`src/rtl/magcmp_pkg.sv`:
```
// rtl/magcmp_pkg.sv - shared types and helpers for the sequential magnitude comparator
package magcmp_pkg;

  typedef enum logic [1:0] {IDLE, SCAN, DONE} state_t;

  typedef enum logic [1:0] {CMP_LT, CMP_EQ, CMP_GT} cmp_t;

  // Digit index width; a single-digit build still needs a 1-bit counter
  function automatic int idx_width(input int ndig);
    int w;
    w = $clog2(ndig);
    return (w < 1) ? 1 : w;
  endfunction

endpackage

```
`src/rtl/magcmp_digit.sv`:
```
// rtl/magcmp_digit.sv - combinational unsigned compare of one DIGIT-bit slice
module magcmp_digit #(
  parameter int DIGIT = 4
) (
  input  logic [DIGIT-1:0] a,
  input  logic [DIGIT-1:0] b,
  output logic             gt,
  output logic             lt
);

  assign gt = (a > b);
  assign lt = (a < b);

endmodule

```
`src/rtl/magcmp_seq.sv`:
```
// rtl/magcmp_seq.sv - multi-cycle MSB-first magnitude comparator with valid/ready handshakes
// Define MAGCMP_EARLY_EXIT_EN to leave the scan on the first differing digit.
module magcmp_seq
  import magcmp_pkg::*;
#(
  parameter int WIDTH = 16,
  parameter int DIGIT = 4
) (
  input  logic             clk,
  input  logic             rst_n,
  input  logic             in_valid,
  output logic             in_ready,
  input  logic [WIDTH-1:0] a,
  input  logic [WIDTH-1:0] b,
  input  logic             is_signed,
  output logic             out_valid,
  input  logic             out_ready,
  output logic             a_gt_b,
  output logic             a_eq_b,
  output logic             a_lt_b
);

  localparam int NDIG = WIDTH / DIGIT;
  localparam int IW   = idx_width(NDIG);
  localparam logic [IW-1:0] LAST = IW'(NDIG - 1);

  state_t          state, next_state;
  logic [WIDTH-1:0] a_q, b_q;
  logic [IW-1:0]    j;
  cmp_t             res;
  logic             found;
  logic [DIGIT-1:0] dig_a, dig_b;
  logic             dig_gt, dig_lt;
  logic             scan_exit;
  logic [WIDTH-1:0] msb_mask;

  // Flipping both MSBs maps two's-complement order onto unsigned order
  assign msb_mask = {is_signed, {(WIDTH-1){1'b0}}};

  always_comb begin
    dig_a = '0;
    dig_b = '0;
    for (int k = 0; k < NDIG; k++) begin
      if (j == IW'(k)) begin
        dig_a = a_q[WIDTH-1-k*DIGIT -: DIGIT];
        dig_b = b_q[WIDTH-1-k*DIGIT -: DIGIT];
      end
    end
  end

  magcmp_digit #(.DIGIT(DIGIT)) u_digit (
    .a  (dig_a),
    .b  (dig_b),
    .gt (dig_gt),
    .lt (dig_lt)
  );

`ifdef MAGCMP_EARLY_EXIT_EN
  assign scan_exit = (j == LAST) || dig_gt || dig_lt;
`else
  assign scan_exit = (j == LAST);
`endif

  always_ff @(posedge clk or negedge rst_n) begin
    if (!rst_n) state <= IDLE;
    else        state <= next_state;
  end

  always_comb begin
    next_state = state;
    in_ready   = 1'b0;
    out_valid  = 1'b0;
    a_gt_b     = 1'b0;
    a_eq_b     = 1'b0;
    a_lt_b     = 1'b0;
    unique case (state)
      IDLE: begin
        in_ready = 1'b1;
        if (in_valid) next_state = SCAN;
      end
      SCAN: begin
        if (scan_exit) next_state = DONE;
      end
      DONE: begin
        out_valid = 1'b1;
        a_gt_b    = (res == CMP_GT);
        a_eq_b    = (res == CMP_EQ);
        a_lt_b    = (res == CMP_LT);
        if (out_ready) next_state = IDLE;
      end
      default: next_state = IDLE;
    endcase
  end

  always_ff @(posedge clk or negedge rst_n) begin
    if (!rst_n) begin
      a_q   <= '0;
      b_q   <= '0;
      j     <= '0;
      res   <= CMP_LT;
      found <= 1'b0;
    end else begin
      unique case (state)
        IDLE: begin
          if (in_valid) begin
            a_q   <= a ^ msb_mask;
            b_q   <= b ^ msb_mask;
            j     <= '0;
            found <= 1'b0;
          end
        end
        SCAN: begin
          // Only the first differing digit is recorded
          if (!found && (dig_gt || dig_lt)) begin
            res   <= dig_gt ? CMP_GT : CMP_LT;
            found <= 1'b1;
          end else if (!found && (j == LAST)) begin
            res <= CMP_EQ;
          end
          if (!scan_exit) j <= j + 1'b1;
        end
        default: ;
      endcase
    end
  end

endmodule
```
`config.mk`:
```
export PLATFORM = sky130hd
export DESIGN_NAME = magcmp_seq
export DESIGN_NICKNAME = d
export VERILOG_FILES = /design/src/rtl/magcmp_pkg.sv /design/src/rtl/magcmp_digit.sv /design/src/rtl/magcmp_seq.sv
export SDC_FILE = /design/constraint.sdc
export NUM_CORES = 1
export LEC_CHECK = 0
export ABC_AREA = 0
export CORE_MARGIN = 5
export CORE_UTILIZATION = 35
export DETAILED_ROUTE_END_ITERATION = 8
export DONT_BUFFER_PORTS = 1
export GPL_TIMING_DRIVEN = 0
export HOLD_SLACK_MARGIN = 0.06
export MAX_ROUTING_LAYER = met4
export PLACE_DENSITY = 0.5
export SETUP_SLACK_MARGIN = 0.5
export SLEW_MARGIN = 40
export SYNTH_ARGS = -nofsm -noshare
export SYNTH_HDL_FRONTEND = slang
export SYNTH_SLANG_ARGS = --single-unit
```
`constraint.sdc`:
```
create_clock -name clk -period 2.5 [get_ports clk]
set_clock_uncertainty 0.2 [all_clocks]
set_input_delay 0.375 -clock clk [delete_from_list [all_inputs] [get_ports clk]]
set_output_delay 0.375 -clock clk [all_outputs]
set_load 0.01 [all_outputs]
```
==> impl_results.html <==
<table>
<tr><th>Metric</th><th>Value</th></tr>
<tr><th colspan="2">Power</th></tr>
<tr><td>Switching portion of total power</td><td>35.9%</td></tr>
<tr><td>Clock network fraction of total power</td><td>between 10% and 20%</td></tr>
<tr><td>P_leak</td><td>1.25 nW</td></tr>
<tr><td>Maximum VDD drop</td><td>about 0.00057 V</td></tr>
<tr><td>Internal power summed over all cells</td><td>around 2.5 mW</td></tr>
<tr><td>Sequential share of power</td><td>about 31%</td></tr>
<tr><td>Switching power</td><td>1.43 mW</td></tr>
<tr><td>Relative contribution of combinational cells to total power</td><td>a little under three fifths</td></tr>
<tr><td>PD cells</td><td>about 1400 mW/mm²</td></tr>
<tr><th colspan="2">Global routing</th></tr>
<tr><td>Maximum number of pins on one net before global-route repair</td><td>40</td></tr>
<tr><td>Global-route wire length before repair</td><td>approximately 7900 µm</td></tr>
<tr><td>Number of global-route vias before repair</td><td>~1.6k</td></tr>
<tr><td>Gr ovfl total</td><td>0</td></tr>
<tr><td>Initial antenna violation count</td><td>0</td></tr>
<tr><td>Aggregate global-route resource usage</td><td>about 14%</td></tr>
<tr><th colspan="2">Die</th></tr>
<tr><td>Die outline area</td><td>between 0.007 and 0.008 mm²</td></tr>
<tr><td>Die X</td><td>a little under 90 µm</td></tr>
<tr><td>Number of primary I/O pins</td><td>42</td></tr>
<tr><td>Vertical die dimension</td><td>86.5 µm</td></tr>
<tr><td>Initial core utilization</td><td>36.5%</td></tr>
<tr><td>Num rows</td><td>27</td></tr>
<tr><td>Placeable core region</td><td>approximately 0.0056 mm²</td></tr>
<tr><th colspan="2">Critical path</th></tr>
<tr><td>Kind of critical path</td><td>flop to flop</td></tr>
<tr><td>Worst EP arrival</td><td>between 2 and 3 ns</td></tr>
<tr><td>CP cell instances</td><td>inv_2 &gt; ha_4 &gt; buf_8 &gt; nor2b_4 &gt; buf_8 &gt; buf_4 &gt; a221oi_4 &gt; o31ai_1 &gt; ha_1 &gt; a21oi_2 &gt; nor3b_2 &gt; o21ai_1 &gt; and2_1</td></tr>
<tr><td>Largest fanout of any net on the critical path</td><td>7</td></tr>
<tr><td>Largest incremental delay on the critical path</td><td>0.42 ns</td></tr>
<tr><td>Critical Path Most Common Cell</td><td>buf_8</td></tr>
<tr><td>Worst path buffer plus inverter count</td><td>4</td></tr>
<tr><td>Element type at the critical path start</td><td>flop</td></tr>
<tr><td>Dominant delay contributor by cell family on the critical path</td><td>compound AO/OA/AOI/OAI gates</td></tr>
<tr><td>Master of the slowest instance on the critical path</td><td>dfrtp_1</td></tr>
<tr><td>Critical path endpoint category</td><td>flop</td></tr>
<tr><td>Required time at the endpoint of the critical path</td><td>2.48 ns</td></tr>
<tr><th colspan="2">STA</th></tr>
<tr><td>Count of final hold-check violations</td><td>0</td></tr>
<tr><td>Smallest setup slack after layout</td><td>-0.0874 ns</td></tr>
<tr><td>Setup violation total in the final timing report</td><td>2</td></tr>
<tr><td>Unrepaired setup endpoints after global routing</td><td>true</td></tr>
<tr><td>Count of final max-slew check failures</td><td>0</td></tr>
<tr><td>Maximum clock frequency</td><td>between 300 and 400 MHz</td></tr>
<tr><td>Share of the cycle needed by the critical path after routing</td><td>103%</td></tr>
<tr><td>Post-layout minimum cycle time</td><td>~2.6 ns</td></tr>
<tr><td>Max_slew headroom</td><td>72.1%</td></tr>
<tr><td>Slew at the pin closest to its max-slew limit</td><td>0.417 ns</td></tr>
<tr><td>Setup TNS</td><td>-0.123 ns</td></tr>
<tr><th colspan="2">Routing</th></tr>
<tr><td>Mean routed wirelength per cell</td><td>~17 µm</td></tr>
<tr><td>Wire length reported by the detailed router</td><td>about 4900 µm</td></tr>
<tr><td>Count of routing violations after the opening detailed-route iteration</td><td>59</td></tr>
<tr><td>DRC violation count after routing</td><td>0</td></tr>
<tr><td>Via density</td><td>around 5</td></tr>
<tr><td>Total number of vias</td><td>roughly 1.4k</td></tr>
<tr><td>Number of detailed-routing iterations run before antenna repair</td><td>4</td></tr>
<tr><td>ANT nets after route</td><td>0</td></tr>
<tr><th colspan="2">CTS</th></tr>
<tr><td>Clk root buf</td><td>clkbuf_8</td></tr>
<tr><td>Clock insertion delay at the later pin of the skew report</td><td>roughly 0.29 ns</td></tr>
<tr><td>Clock tree sinks</td><td>39</td></tr>
<tr><td>CTS Buffer Depth</td><td>2</td></tr>
<tr><td>Clock slew at the register clock pins of the worst setup and hold paths</td><td>around 0.080 ns</td></tr>
<tr><td>Number of buffers created by CTS</td><td>5</td></tr>
<tr><td>Number of H-tree levels</td><td>2</td></tr>
<tr><td>Clock tree from TritonCTS</td><td>done</td></tr>
<tr><th colspan="2">Synthesis</th></tr>
<tr><td>Synthesized flop and latch total</td><td>39</td></tr>
<tr><td>Top cell type by total area after synthesis</td><td>dfrtp_1</td></tr>
<tr><td>Sequential element share of the synthesized area</td><td>47.7%</td></tr>
<tr><td>Cell variety after synth</td><td>32</td></tr>
<tr><td>Syn_area_per_cell</td><td>12.4 µm²</td></tr>
<tr><td>Largest cells by area after synthesis</td><td>dfrtp_1 48%, mux2_4 18%, ha_1 4.9%</td></tr>
<tr><td>Gate count after technology mapping</td><td>approximately 170</td></tr>
<tr><td>Count of synthesis-stage warnings from yosys</td><td>0</td></tr>
<tr><td>Proportion of netlist area held by the largest area contributor</td><td>a little under half</td></tr>
<tr><td>Synthesized cell area</td><td>between 0.002 and 0.0025 mm²</td></tr>
<tr><td>Net Count, Synth</td><td>between 200 and 250</td></tr>
<tr><th colspan="2">Run status</th></tr>
<tr><td>Result of the run</td><td>finished, violations left</td></tr>
<tr><td>Violations in the final reports</td><td>negative setup slack</td></tr>
<tr><th colspan="2">Place</th></tr>
<tr><td>Total of buffers placed on input and output ports</td><td>0</td></tr>
<tr><td>Placed wire-length estimate after detailed placement</td><td>approximately 3200 µm</td></tr>
<tr><td>Routability cong.</td><td>approximately 0.85</td></tr>
<tr><th colspan="2">Cells and area</th></tr>
<tr><td>Layout cell share with drive strength beyond 1</td><td>around 39%</td></tr>
<tr><td>Sequential cell area</td><td>978 µm²</td></tr>
<tr><td>Area growth, synth to finish</td><td>41.2%</td></tr>
<tr><td>Count of inserted antenna diode cells</td><td>0</td></tr>
<tr><td>Multi-input gate area in the final layout</td><td>0.00114 mm²</td></tr>
<tr><td>Share of the core filled with cells in the final layout</td><td>between 50% and 60%</td></tr>
<tr><td>Number of fill cells</td><td>between 400 and 500</td></tr>
<tr><td>Nets</td><td>261</td></tr>
<tr><th colspan="2">Hold path</th></tr>
<tr><td>Path class of the lowest-slack min-delay path</td><td>primary input to flop</td></tr>
<tr><th colspan="2">Job</th></tr>
<tr><td>Max Cap Violations</td><td>0</td></tr>
</table>
timing repair:
action | CTS | global route
pin swaps | 7 | 13
resized for setup | 20 | 19
setup endpoints to repair | 4 | 4
hold buffers | 34 | 0
setup buffers | 9 | 1
hold endpoints to repair | 71 | 0
layout by cell type, fill, tap and decap left out, types with 4 or more instances in the layout:
cell type,n
nor2b_1,7
dfrtp_1,37
a21oi_1,6
mux2_4,25
buf_4,10
buf_6,6
nor3_2,4
clkbuf_8,9
mux2_2,5
dlygate4sd3_1,33
ha_1,5
nand2_1,8
synth_stat cells:
master,count
a21o_1,1
or3_1,1
buf_4,1
mux2i_1,1
mux2_2,5
inv_1,6
a221oi_1,7
a21oi_1,9
buf_2,1
nor3b_1,2
nor3_1,6
nor2_2,1
nand4_1,1
or2b_1,1
o22ai_1,1
nand2_1,8
and2_1,2
buf_6,4
o31ai_1,3
nor2_1,3
o21ai_0,6
a22o_1,3
o21bai_1,1
mux2_4,25
nor2b_1,9
dfrtp_1,39
xnor2_1,2
clkbuf_1,4
and3_1,1
ha_1,8
o211ai_1,1
nand3b_1,2
routing by layer:
layer | part of all wire, % | up-vias | global-route usage, % | wire, µm
met5 | 0 | - | - | 0
met4 | 1.1 | 0 | 4.25 | 55
met3 | 4.8 | 5 | 3.71 | 234
met2 | 49 | 32 | 21.3 | 2370
met1 | 45 | 714 | 18.4 | 2220
li1 | - | 690 | - | -
worst paths after layout:
| check | slack [ns] | from | cells past startpoint | end |
|---|---|---|---|---|
| setup / recovery | -0.09 | j[1] | 13 | res[0] |
| hold / removal | 0.08 | a[15] | 2 | a_q[15] |
| setup reg to reg | -0.09 | j[1] | 13 | res[0] |
| hold reg to reg | 0.32 | b_q[0] | 1 | b_q[0] |
| max in group asynchronous | 1.56 | rst_n | 2 | a_q[13] |
| min in group asynchronous | 0.34 | rst_n | 2 | state[1] |
registers in the layout, summed over array words and instances, names as in the netlist:
name	cells
found	1
j	2
res	2
a_q	16
b_q	16
state	2
kinds of logic (layout without fill, tap and decap cells):
family | after synthesis | count (layout) | share of synthesized area (%)
AOI/OAI and AO/OA | 32 | 32 | 10.5
xor gates and xnor gates | 2 | 2 | 0.856
adders and majority gates | 8 | 8 | 4.89
buffers and inverters | 16 | 68 | 4.64
DFF | 39 | 39 | 47.7
muxes | 31 | 31 | 21.6
and+or+nand+nor | 37 | 37 | 9.90
power groups by stage:
stage | registers [mW] | clock network (mW) | logic [mW]
2_1_floorplan | 1.12 | 0 | 1.48
3_3_place_gp | 1.18 | 0 | 1.71
3_5_place_dp | 1.19 | 0 | 1.75
4_1_cts | 1.20 | 0.488 | 2.11
5_1_grt | 1.26 | 0.504 | 2.48
6_report | 1.22 | 0.468 | 2.29
layout make-up:
cell class	count	share of cell area [%]
sequential	39	33.9
tap	72	3.12
inverter	6	0.952
clock buffer	8	3.46
buffer	10	4.07
multi-input combinational	110	39.6
timing repair buffer	44	15.0
metrics by stage:
| stage | hold slack, ns | std cells | worst slack [ns] | power (mW) | cell area, µm² |
|---|---|---|---|---|---|
| CTS | 0.0754 | 288 | -0.0560 | 3.80 | 2800 |
| detailed placement | -0.119 | 237 | -0.263 | 2.94 | 2190 |
| finish | 0.0778 | 289 | -0.0874 | 3.97 | 2890 |
| floorplan | -0.121 | 165 | 0.106 | 2.59 | 2100 |
| global route | 0.0826 | 289 | -0.184 | 4.25 | 2890 |
| global placement | -0.119 | 237 | -0.248 | 2.89 | 2190 |
Note: power is estimated with default switching activity, not from simulation.
